$ cat src/rtl/ex_muldiv_unit.sv
// ex_muldiv_unit -- iterative multiply/divide unit for the EX stage.
//
// Executes MULT/MULTU (and DIV/DIVU when EX_MULDIV_DIV_EN is defined) into
// private HI/LO registers and services MFHI/MFLO/MTHI/MTLO. A multiply or
// divide takes one radix-2 step per cycle. stall_o holds the ID/EX register
// and everything upstream of it until the result has been committed.
//
// Configuration macro:
//   EX_MULDIV_DIV_EN  defined   -> restoring divider built, DIV/DIVU executed
//                     undefined -> DIV/DIVU are no-ops, multiplier only
//
// Ports:
//   clk, rst    rising-edge clock, synchronous active-high reset
//   rtype_i     EX instruction is R-type (qualifies funct_i)
//   funct_i     funct field of the EX instruction
//   rs_val_i    dividend / multiplicand / MTHI-MTLO source
//   rt_val_i    divisor / multiplier
//   stall_o     freeze ID/EX and earlier pipeline registers
//   mf_valid_o  EX instruction is MFHI/MFLO (combinational)
//   mf_data_o   HI for MFHI, LO for MFLO, else 0 (combinational)
//   hi_o, lo_o  current HI/LO registers
module ex_muldiv_unit #(
  parameter int XLEN = 32
) (
  input  logic            clk,
  input  logic            rst,
  input  logic            rtype_i,
  input  logic [5:0]      funct_i,
  input  logic [XLEN-1:0] rs_val_i,
  input  logic [XLEN-1:0] rt_val_i,
  output logic            stall_o,
  output logic            mf_valid_o,
  output logic [XLEN-1:0] mf_data_o,
  output logic [XLEN-1:0] hi_o,
  output logic [XLEN-1:0] lo_o
);

  localparam int CW = $clog2(XLEN);

  localparam logic [5:0] F_MFHI  = 6'b010000;
  localparam logic [5:0] F_MTHI  = 6'b010001;
  localparam logic [5:0] F_MFLO  = 6'b010010;
  localparam logic [5:0] F_MTLO  = 6'b010011;
  localparam logic [5:0] F_MULT  = 6'b011000;
  localparam logic [5:0] F_MULTU = 6'b011001;

  typedef enum logic [1:0] {IDLE, RUN, DONE} state_t;

  state_t              state_reg, state_next;
  logic [CW-1:0]       count_reg;
  logic [2*XLEN-1:0]   p_reg;     // product, or {remainder, quotient}
  logic [XLEN-1:0]     opd_reg;   // multiplicand or divisor magnitude
  logic                neg_lo_reg; // negate product / quotient
  logic [XLEN-1:0]     hi_reg, lo_reg;

  // ---- decode ----
  logic is_mult, is_multu, is_div, is_divu, is_md, div_by_zero;
  logic is_mfhi, is_mflo, is_mthi, is_mtlo;
  logic a_neg, b_neg;
  logic [XLEN-1:0] abs_a, abs_b;

  assign is_mult  = rtype_i && (funct_i == F_MULT);
  assign is_multu = rtype_i && (funct_i == F_MULTU);
  assign is_mfhi  = rtype_i && (funct_i == F_MFHI);
  assign is_mflo  = rtype_i && (funct_i == F_MFLO);
  assign is_mthi  = rtype_i && (funct_i == F_MTHI);
  assign is_mtlo  = rtype_i && (funct_i == F_MTLO);

`ifdef EX_MULDIV_DIV_EN
  localparam logic [5:0] F_DIV  = 6'b011010;
  localparam logic [5:0] F_DIVU = 6'b011011;
  assign is_div      = rtype_i && (funct_i == F_DIV);
  assign is_divu     = rtype_i && (funct_i == F_DIVU);
  assign div_by_zero = (is_div || is_divu) && (rt_val_i == '0);
`else
  assign is_div      = 1'b0;
  assign is_divu     = 1'b0;
  assign div_by_zero = 1'b0;
`endif

  assign is_md = is_mult || is_multu || is_div || is_divu;
  assign a_neg = (is_mult || is_div) && rs_val_i[XLEN-1];
  assign b_neg = (is_mult || is_div) && rt_val_i[XLEN-1];
  assign abs_a = a_neg ? -rs_val_i : rs_val_i;
  assign abs_b = b_neg ? -rt_val_i : rt_val_i;

  // ---- one multiply step: add multiplicand if LSB set, then shift right ----
  logic [XLEN:0]     mul_sum;
  logic [2*XLEN-1:0] mul_next;
  assign mul_sum  = {1'b0, p_reg[2*XLEN-1:XLEN]} + (p_reg[0] ? {1'b0, opd_reg} : '0);
  assign mul_next = {mul_sum, p_reg[XLEN-1:1]};

`ifdef EX_MULDIV_DIV_EN
  // ---- one restoring-divide step ----
  // The shifted remainder is below 2*divisor, so bit XLEN of the difference
  // is a clean "remainder < divisor" flag.
  logic              div_reg;
  logic              neg_hi_reg;
  logic [XLEN:0]     rem_shift, rem_diff;
  logic [2*XLEN-1:0] div_next;
  assign rem_shift = p_reg[2*XLEN-1:XLEN-1];
  assign rem_diff  = rem_shift - {1'b0, opd_reg};
  assign div_next  = rem_diff[XLEN]
                   ? {rem_shift[XLEN-1:0], p_reg[XLEN-2:0], 1'b0}
                   : {rem_diff[XLEN-1:0],  p_reg[XLEN-2:0], 1'b1};
`endif

  // ---- FSM ----
  always_ff @(posedge clk) begin
    if (rst) state_reg <= IDLE;
    else     state_reg <= state_next;
  end

  always_comb begin
    state_next = state_reg;
    stall_o    = 1'b0;
    case (state_reg)
      IDLE: begin
        if (is_md && !div_by_zero) begin
          state_next = RUN;
          stall_o    = 1'b1;
        end else if (is_md) begin
          state_next = DONE;   // divide by zero: no iteration needed
        end
      end
      RUN: begin
        stall_o = 1'b1;
        if (count_reg == CW'(XLEN-1)) state_next = DONE;
      end
      DONE:    state_next = IDLE;
      default: state_next = IDLE;
    endcase
  end

  // ---- datapath ----
  always_ff @(posedge clk) begin
    if (rst) begin
      count_reg  <= '0;
      p_reg      <= '0;
      opd_reg    <= '0;
      neg_lo_reg <= 1'b0;
      hi_reg     <= '0;
      lo_reg     <= '0;
`ifdef EX_MULDIV_DIV_EN
      div_reg    <= 1'b0;
      neg_hi_reg <= 1'b0;
`endif
    end else begin
      case (state_reg)
        IDLE: begin
          count_reg <= '0;
          if (div_by_zero) begin
            // Committed through the multiply path with no negation.
            p_reg      <= {rs_val_i, {XLEN{1'b1}}};
            neg_lo_reg <= 1'b0;
`ifdef EX_MULDIV_DIV_EN
            div_reg    <= 1'b0;
          end else if (is_div || is_divu) begin
            p_reg      <= {{XLEN{1'b0}}, abs_a};
            opd_reg    <= abs_b;
            neg_lo_reg <= a_neg ^ b_neg;
            neg_hi_reg <= a_neg;
            div_reg    <= 1'b1;
`endif
          end else if (is_mult || is_multu) begin
            p_reg      <= {{XLEN{1'b0}}, abs_b};
            opd_reg    <= abs_a;
            neg_lo_reg <= a_neg ^ b_neg;
`ifdef EX_MULDIV_DIV_EN
            div_reg    <= 1'b0;
`endif
          end else if (is_mthi) begin
            hi_reg <= rs_val_i;
          end else if (is_mtlo) begin
            lo_reg <= rs_val_i;
          end
        end
        RUN: begin
          count_reg <= count_reg + 1'b1;
`ifdef EX_MULDIV_DIV_EN
          p_reg <= div_reg ? div_next : mul_next;
`else
          p_reg <= mul_next;
`endif
        end
        DONE: begin
`ifdef EX_MULDIV_DIV_EN
          if (div_reg) begin
            lo_reg <= neg_lo_reg ? -p_reg[XLEN-1:0] : p_reg[XLEN-1:0];
            hi_reg <= neg_hi_reg ? -p_reg[2*XLEN-1:XLEN] : p_reg[2*XLEN-1:XLEN];
          end else
`endif
          begin
            {hi_reg, lo_reg} <= neg_lo_reg ? -p_reg : p_reg;
          end
        end
        default: ;
      endcase
    end
  end

  assign hi_o       = hi_reg;
  assign lo_o       = lo_reg;
  assign mf_valid_o = is_mfhi || is_mflo;
  assign mf_data_o  = is_mfhi ? hi_reg : (is_mflo ? lo_reg : '0);

endmodule

$ cat config.mk
export PLATFORM = sky130hd
export DESIGN_NAME = ex_muldiv_unit
export DESIGN_NICKNAME = d
export VERILOG_FILES = /design/src/rtl/ex_muldiv_unit.sv
export SDC_FILE = /design/constraint.sdc
export NUM_CORES = 1
export LEC_CHECK = 0
export CAP_MARGIN = 20
export CORE_ASPECT_RATIO = 0.8
export CORE_UTILIZATION = 35
export DETAILED_ROUTE_END_ITERATION = 12
export PLACE_DENSITY = 0.64
export RECOVER_POWER = 100
export SLEW_MARGIN = 30
export SYNTH_ARGS = -nofsm -noshare
export SYNTH_HDL_FRONTEND = slang
export SYNTH_SLANG_ARGS = --single-unit
$ cat constraint.sdc
create_clock -name clk -period 4.3 [get_ports clk]
set_input_delay 0.86 -clock clk [delete_from_list [all_inputs] [get_ports clk]]
set_output_delay 0.86 -clock clk [all_outputs]
set_load 0.02 [all_outputs]
==> Word level (Yosys, flattened, before mapping) <==
Index checks and enable logic that the tools add are counted.
{ "totals": {"register_bits": 168, "input_bits": 73, "output_inout_bits": 98, "word_cells": 67} }
{ "classes": {"addsub": 5, "eq_ne": 15, "n_mux": 21, "n_bitwise": 1, "n_reduce_logical": 18} }
{ "op_table": {"columns": ["operator", "n"], "rows": [
  ["two-way mux 32 bit", 10],
  ["two-way mux 64 bit", 2],
  ["case mux 32 bit (2 select lines)", 2],
  ["case mux 64 bit (2 select lines)", 1],
  ["negation 32 bit", 2],
  ["negation 64 bit", 1],
  ["== test 6 x 5 -> 1 bit, second input constant", 6],
  ["adder 32 x 32 -> 33 bit", 1],
  ["inequality test 2 bit, second input constant", 6],
  ["case mux 5 bit (2 select lines)", 1],
  ["logical AND 1 bit", 8],
  ["AND reduction 2 bit", 3],
  ["adder 5 x 1 -> 5 bit, second input constant", 1],
  ["== test 5 bit, second input constant", 1],
  ["two-way mux 2 bit", 2],
  ["case mux 2 bit (2 select lines)", 1],
  ["AND reduction 4 bit", 1],
  ["nonzero test 2 bit", 2],
  ["AND reduction 3 bit", 1],
  ["== test 2 x 1 -> 1 bit, second input constant", 1],
  ["== test 2 bit, second input constant", 1],
  ["zero test 2 bit", 1],
  ["logical OR 1 bit", 2],
  ["case mux 1 bit (2 select lines)", 1],
  ["other kinds (2)", 2]
]} }

==> Depth between registers and ports, before layout <==
Gate-level depths: netlist (run 1).
{ "depth": {"ltp_word": 6, "depth_mapped": 14, "mapped_depth_nobuf": 12} }

==> Worst setup path after synthesis (run 1) <==
OpenSTA, ideal clock, no wires.
{ "synth_timing": {"path_kind": "flip-flop to flip-flop", "startpoint": "register p_reg[0]", "endpoint": "register p_reg[61]", "setup_ns": 0.117, "arrival_ns": 3.449, "required_time_ns": 4.183, "path_slack_ns": 0.734, "stages_incl_launch_ff": 13, "n_path_buf": 2, "synth_period_minus_slack_ns": 3.566, "path_cell_list": "dfxtp_1 > clkbuf_1 > clkbuf_1 > and2_1 > ha_1 > a21o_1 > a21oi_1 > a21oi_1 > o31a_1 > a2111oi_0 > nor4bb_1 > or3_1 > a32o_1"} }
{ "synth_via": {"elab_chain_cells": 3} }
{ "synth_rtl": {"columns": ["item", "line", "source"], "rows": [
  ["from (decl)", "51", "logic [2*XLEN-1:0] p_reg;"],
  ["from (signal assigned)", "154", "p_reg <= {rs_val_i, {XLEN{1'b1}}};"],
  ["from (signal assigned)", "166", "p_reg <= {{XLEN{1'b0}}, abs_b};"],
  ["from (signal assigned)", "183", "p_reg <= mul_next;"],
  ["two-way mux 32 bit", "90", "assign mul_sum = {1'b0, p_reg[2*XLEN-1:XLEN]} + (p_reg[0] ? {1'b0, opd_reg} : '0);"],
  ["adder 32 x 32 -> 33 bit", "90", null],
  ["case mux 64 bit (2 select lines)", "149", "case (state_reg)"]
]} }
Every way passes these cells.
A chain may end at the register's enable or synchronous reset.

==> Worst setup path after layout (run 1) <==
{ "layout_timing": {"startpoint": "input funct_i[4]", "endpoint": "output mf_data_o[22]"} }
{ "layout_via": {"elab_chain_cells": 4, "word_cells_on_any_way": 6, "cone_classes": "eq/ne (2); mux (2); reduce/logical (2)"} }
{ "layout_rtl": {"columns": ["item", "line", "source"], "rows": [
  ["from (decl)", "28", "input logic [5:0] funct_i,"],
  ["== test 6 x 5 -> 1 bit", "65", "assign is_mflo = rtype_i && (funct_i == F_MFLO);"],
  ["logical AND 1 bit", "65", null],
  ["two-way mux 32 bit", "205", "assign mf_data_o = is_mfhi ? hi_reg : (is_mflo ? lo_reg : '0);"],
  ["two-way mux 32 bit (*)", "205", null],
  ["to (decl)", "33", "output logic [XLEN-1:0] mf_data_o,"]
]} }
Every way passes the cells marked *; elsewhere a longest branch is shown, timed or not.

==> results_dict.tcl, run 1 <==
set metrics [dict create \
    numPlacedInstances 2027 \
    track_usage_pct 24.5 \
    cp_max_fo 32 \
    io_pins 171 \
    path_clk_slew_ns 0.07 \
    die_x_um 204 \
    dr.pass1.iters 8 \
    grt_use_met2_pct 34.9 \
    worstHoldStart "opd_reg[16]" \
    p_int_w 0.00258 \
    drv_slew 81 \
    p_switching_w 0.000961 \
    hold_class "flip-flop to flip-flop" \
    required_ns 3.44 \
    synth_ff_type "dfxtp_1" \
    r2r_cells 9 \
    setup_tns_ns 0 \
    drv_cap 2 \
    yosys_register_bits 168 \
    largest_reg_flops 64 \
    synth-compound-area-share_pct 26.2 \
    synthCells 1513 \
    p_seq_share_pct 44.5 \
    power.total_w 0.00354 \
    cts_root_buf "clkbuf_16" \
    hold_depth 2 \
    syn-num-nets 1624 \
    period_share_pct 97.8 \
    ant_nets 0 \
    drive_above_1_share_pct 4.21 \
    drcViolationCount 0 \
    rsz0062_at_grt "false" \
    antennaDiodeCount 0 \
    viasPerCell 5.87 \
    grt_pass1_wl_mm 62.8 \
    post-route-util_pct 44.2 \
    synthMuxAreaShare_pct 3.25 \
    cts_setup_buffers 0 \
    hpwl_mm 31.4 \
    critical_path_class "input port to output port" \
    avgSynthCellArea_um2 7.55 \
    initial_core_util_pct 36.0 \
    grt_pass1_vias 10600 \
    power_density_nw_per_um2 252 \
    slew_headroom_pct -38.3 \
    power.static_leakage_nw 5.47 \
    p_sw_share_pct 27.1 \
    area_growth_pct 23.0 \
    htree_levels 4 \
    syn_area_um2 11400 \
    fin_hold_ws_ns 0.456 \
    status "finished, violations left" \
    grt_max_degree 113 \
    crit_path_end_kind "output port" \
    reg2reg_to "hi_o[30]" \
    ys_types 70 \
    place_congestion 0.916 \
    synthAdderAreaFrac_pct 4.23 \
    wl_mm 41.7 \
    p_comb_share_pct 10.2 \
    ys_seq_area_share_pct 29.4 \
    final_hold_viol_count 0 \
    period_needed_ns 4.21 \
    fmax_ghz 0.238 \
    nNetsFinal 1737 \
    hold_end "opd_reg[16]" \
    row_count 58 \
    holdBufCountCts 0 \
    via_count 12100 \
    use_met3_pct 5.89 \
    fin_skew_ns 0.0153 \
    tightest_slew_ns 2.07 \
    yosysWarnings 0 \
    setup_viol 0 \
    async_flop_share_pct 0 \
    synth_xor_area_share_pct 9.35 \
    avgRoutedWirePerCell_um 20.3 \
    ir_worst_vdd_mv 0.209 \
    die_height_um 164 \
    cts_tree "yes" \
    grt_busiest_layer "met1" \
    failed_checks "capacitance limit, slew limit" \
    rrSetupSlack_ns 0.29 \
    io_buffers 170 \
    clk_latency_ns 0.45 \
    final_cells 2059 \
    cts_max_path_buffers 2 \
    antenna_found_initial 1 \
    yosys.area_share.simple_pct 23.0 \
    arrival_ns 3.35 \
    overflow 0 \
    drt_iter0_drc 1467 \
    grtUsageMet1_pct 35.4 \
    numCtsBuffers 17 \
    clockPowerShare_pct 45.3 \
    timing.rr.start "p_reg[0]" \
    coreArea_um2 31800 \
    cp-start-kind "input port" \
    synth_edf_count 0 \
    clock_sinks 168 \
    synth_top_family_by_area "compound AO/OA/AOI/OAI gates" \
    die-area_um2 33400 \
]
how the worst max path moves through the flow:
stage,start,endpoint,slack (ns)
after global routing,p_reg[0],p_reg[61],0.03
after CTS,funct_i[4],mf_data_o[25],0.003
final,funct_i[4],mf_data_o[22],0.09
after detailed placement,funct_i[4],mf_data_o[25],0.01
after floorplan,p_reg[0],p_reg[61],0.73
after global placement,funct_i[4],mf_data_o[6],0.13
cells by family (layout without fill, tap and decap cells):
kind of cell | count (synthesis) | count (layout)
muxes | 37 | 37
DFF | 168 | 168
adders and majority gates | 38 | 38
AOI/OAI and AO/OA | 452 | 452
buffers and inverters | 133 | 259
and+or+nand+nor | 563 | 563
xor gates and xnor gates | 122 | 122
layout by cell type, fill, tap and decap left out, drive strengths merged, types with 7 or more instances in the layout:
cell	count
a21o	11
ha	37
mux2i	36
nor3	37
a211oi	46
inv	28
o21ai	80
xor2	71
a222oi	32
nand2	128
and3	7
o211ai	14
clkdlybuf4s50	76
nand2b	9
nor4	13
buf	24
and2	35
dlygate4sd3	92
o31ai	34
dfxtp	168
nand3	31
o41ai	17
a21oi	140
o221ai	9
or4	16
or3	24
xnor2	51
a22oi	13
nor2	234
clkbuf	34
a31oi	11
synthesized netlist by cell type, drive strengths merged (16+ instances only):
cell type	n	area, µm²
nor2	234	878
dfxtp	168	3360
a21oi	140	701
nand2	128	480
clkbuf	104	390
o21ai	80	400
xor2	71	622
xnor2	51	447
a211oi	46	345
ha	37	463
nor3	37	190
mux2i	36	360
and2	35	219
o31ai	34	255
a222oi	32	320
nand3	31	155
or3	24	150
inv	20	75.1
o41ai	17	149
or4	16	124
power by group through the flow:
stage | sequential (W) | combinational, W | clock [W]
2_1_floorplan | 0.00161 | 0.000184 | 0
3_3_place_gp | 0.00161 | 0.000363 | 0
3_5_place_dp | 0.00161 | 0.000363 | 0
4_1_cts | 0.00158 | 0.000365 | 0.00162
5_1_grt | 0.00158 | 0.000384 | 0.00168
6_report | 0.00158 | 0.000361 | 0.00160
through the flow:
stage / worst slack [ns] / instance area, µm²
CTS: 0.00316 / 14100
global route: 0.0290 / 14100
global placement: 0.132 / 13500
floorplan: 0.734 / 11400
finish: 0.0933 / 14100
detailed placement: 0.0141 / 13500
critical path, cell delays in order:
cell and delay, ns:
clkdlybuf4s50_1 0.45, or3b_2 0.57, nor3b_2 0.25, nand2b_1 0.11, buf_4 0.25, nor2_1 0.15
dlygate4sd3_1 0.68
cell type report:
| class | count | area [µm²] |
|---|---|---|
| Timing Repair Buffer | 207 | 1940 |
| Fill cell | 3219 | 17700 |
| Multi-Input combinational cell | 1212 | 7550 |
| Sequential cell | 168 | 3360 |
| Tap cell | 420 | 526 |
| Clock buffer | 19 | 433 |
| Clock inverter | 13 | 155 |
| Inverter | 20 | 75.1 |
repair_timing:
action | in CTS | in global routing
gates resized for setup | 0 | 1
setup endpoints to repair | 0 | 31
endpoints found under the hold margin | 0 | 0
per-layer routing:
| layer | wire, µm | up-vias | share of wire (%) |
|---|---|---|---|
| li1 | - | 5750 | - |
| met5 | 13 | - | 0.031 |
| met1 | 19000 | 5734 | 45 |
| met2 | 17200 | 538 | 41 |
| met4 | 1160 | 2 | 2.8 |
| met3 | 4360 | 64 | 10 |
Note: power is estimated with default switching activity, not from simulation.
==> run 2, diff against run 1 <==
--- a/config.mk
+++ b/config.mk
@@ -5,11 +5,14 @@
 export SDC_FILE = /design/constraint.sdc
 export NUM_CORES = 1
 export LEC_CHECK = 0
+export ABC_AREA = 1
 export CAP_MARGIN = 20
+export CELL_PAD_IN_SITES_DETAIL_PLACEMENT = 1
+export CELL_PAD_IN_SITES_GLOBAL_PLACEMENT = 2
 export CORE_ASPECT_RATIO = 0.8
-export CORE_UTILIZATION = 35
+export CORE_UTILIZATION = 29
 export DETAILED_ROUTE_END_ITERATION = 12
-export PLACE_DENSITY = 0.64
+export PLACE_DENSITY = 0.89
 export RECOVER_POWER = 100
 export SLEW_MARGIN = 30
 export SYNTH_ARGS = -nofsm -noshare
==> results_dict.tcl, run 2 <==
set metrics [dict create \
    status "finished, violations left" \
    failed_checks "capacitance limit, slew limit" \
    antenna_found_initial 3 \
    clock_sinks 168 \
    cts_setup_buffers 0 \
    synth_ff_type "dfxtp_1" \
    multi_input_area_um2 8830 \
    synthDominantCellAreaShare_pct 24.3 \
    ys_types 51 \
    power.total_w 0.00374 \
    rsz0062_at_grt "false" \
    crit_path_end_kind "flip-flop" \
    layout_common_cells "nand2_1, nor2_1, inv_1" \
    via_count 17200 \
    final_hold_viol_count 0 \
    track_usage_pct 27.9 \
    wl_mm 68.2 \
    htree_levels 4 \
    period_needed_ns 3.95 \
    synth.top_cells.by_area "dfxtp_1, nand2_1, nand3_1" \
    rrSetupSlack_ns 1.33 \
    grt_pass1_wl_mm 102 \
    worst_path_dominant_cell_family "simple AND/OR/NAND/NOR gates" \
    ys_seq_area_share_pct 24.3 \
    drv_cap 2 \
    avgSynthCellArea_um2 5.66 \
    drcViolationCount 0 \
    path_clk_slew_ns 0.07 \
    path_buf_inv 3 \
    io_buffers 170 \
    synth_area_leader_cell "dfxtp_1" \
    area_growth_pct 20.5 \
    fmax_ghz 0.253 \
    ir_worst_vdd_mv 0.316 \
    slowest_stage "nor2_2" \
    ant_nets 0 \
    required_ns 4.66 \
    place_congestion 1.03 \
    drt_iter0_drc 1336 \
    synthCells 2451 \
    drv_slew 78 \
    crit_top_cell "nand2_1" \
    cp-start-kind "input port" \
    yosysMostFrequentCell "nand2_1" \
    nNetsFinal 2677 \
    syn_area_um2 13900 \
    cts_max_path_buffers 2 \
    power.static_leakage_nw 8.44 \
    synth_edf_count 0 \
    tightest_slew_ns 1.72 \
    die_height_um 198 \
    initial_core_util_pct 29.5 \
    cp_slowest_stage_delay_ns 0.77 \
    grt_max_degree 81 \
    drive_above_1_share_pct 3.68 \
    dr.pass1.iters 5 \
    yosysWarnings 0 \
    path_cells "dlygate4sd3_1 > buf_12 > inv_4 > nand2_1 > nor2_4 > nand2_1 > nor2_2 > o21ai_1 > nand2_1 > xor2_1 > a21oi_1" \
    io_pins 171 \
    die-area_um2 48700 \
    critical_path_class "input port to flip-flop" \
    syn-num-nets 2562 \
    hpwl_mm 55.5 \
    avgRoutedWirePerCell_um 21.3 \
    row_count 71 \
    synthTopCellsByCount "nand2_1, nor2_1, inv_1" \
    yosys_register_bits 168 \
    viasPerCell 5.37 \
    hold_class "flip-flop to flip-flop" \
    largest_reg_flops 64 \
    coreArea_um2 47100 \
    setup_viol 0 \
    cp_max_fo 34 \
    grt_pass1_vias 16600 \
    numCtsBuffers 17 \
    holdBufCountCts 0 \
    cts_tree "yes" \
    arrival_ns 4.31 \
    fin_skew_ns 0.0162 \
    overflow 0 \
    async_flop_share_pct 0 \
    power_density_nw_per_um2 224 \
    clk_latency_ns 0.48 \
    setup_tns_ns 0 \
    cts_resized 0 \
    fillers 6344 \
    cts_root_buf "clkbuf_16" \
    die_x_um 246 \
    period_share_pct 91.9 \
    final_common_cell "nand2_1" \
    seq_area_um2 3360 \
    slew_headroom_pct -14.6 \
]
run 2: changes by cell type after synthesis, sizes merged, moves of 36 or more:
| cell | delta |
|---|---|
| xor2 | -57 |
| inv | +303 |
| o21ai | +70 |
| clkbuf | -51 |
| mux2i | -36 |
| a211oi | -43 |
| a21oi | +37 |
| nand3 | +265 |
| nor2 | +118 |
| xnor2 | -49 |
| nand2 | +530 |
run 2: kinds of logic after synthesis:
kind of cell / after synthesis / synth area share [%]
AOI/OAI and AO/OA: 397 / 15.6
xor gates and xnor gates: 16 / 1.01
adders and majority gates: 38 / 3.48
buffers and inverters: 420 / 11.9
DFF: 168 / 24.3
and+or+nand+nor: 1412 / 43.7
run 2: final cells by class:
type                            instances  area share, %
Multi-Input combinational cell       1863           52.8
Sequential cell                       168           20.1
Timing Repair Buffer                  192           11.3
Inverter                              324           7.29
Tap cell                              620           4.64
Clock buffer                           17           2.55
Clock inverter                         15           1.27
Antenna cell                            1         0.0150
run 2: per-stage QoR:
step / hold WS, ns / utilization (%) / std cells / worst slack (ns) / cell area [µm²]
after floorplan: 0.445 / - / 2451 / 1.44 / 13900
after global placement: 0.461 / 34.2 / 3167 / 0.527 / 16100
after detailed placement: 0.464 / 34.2 / 3167 / 0.435 / 16100
after CTS: 0.475 / 35.6 / 3199 / 0.435 / 16800
after global routing: 0.520 / 35.5 / 3199 / 0.200 / 16700
final: 0.478 / 35.5 / 3200 / 0.349 / 16700
run 2: worst paths after layout:
| check | startpoint | endpoint | cells past startpoint |
|---|---|---|---|
| setup / recovery | funct_i[1] | opd_reg[21] | 11 |
| hold / removal | opd_reg[31] | opd_reg[31] | 2 |
| setup reg to reg | p_reg[0] | p_reg[62] | 14 |
| hold reg to reg | opd_reg[31] | opd_reg[31] | 2 |
run 2: layer usage:
layer  global-route usage [%]  vias up  part of all wire, %
met5                     1.42        -                 0.17
met4                     6.65        6                  1.9
met3                     8.56       76                  9.3
met2                     39.3      567                   40
met1                     40.5     8361                   49
li1                         -     8162                    -
run 2: power breakdown:
group / leakage (nW) / switching (W) / internal [W] / total [W]
clock network: 0.307 / 0.000759 / 0.000984 / 0.00174
logic: 6.77 / 0.000292 / 0.000132 / 0.000424
registers: 1.35 / 0.0000111 / 0.00157 / 0.00158
run 2: worst register-to-register path: cells and delay by family (launching register included):
kind	cells	cell delay, ns
adders and majority gates	1	0.30
AOI/OAI and AO/OA	1	0.13
buffers and inverters	2	0.51
DFF	1	0.57
and+or+nand+nor	10	1.38
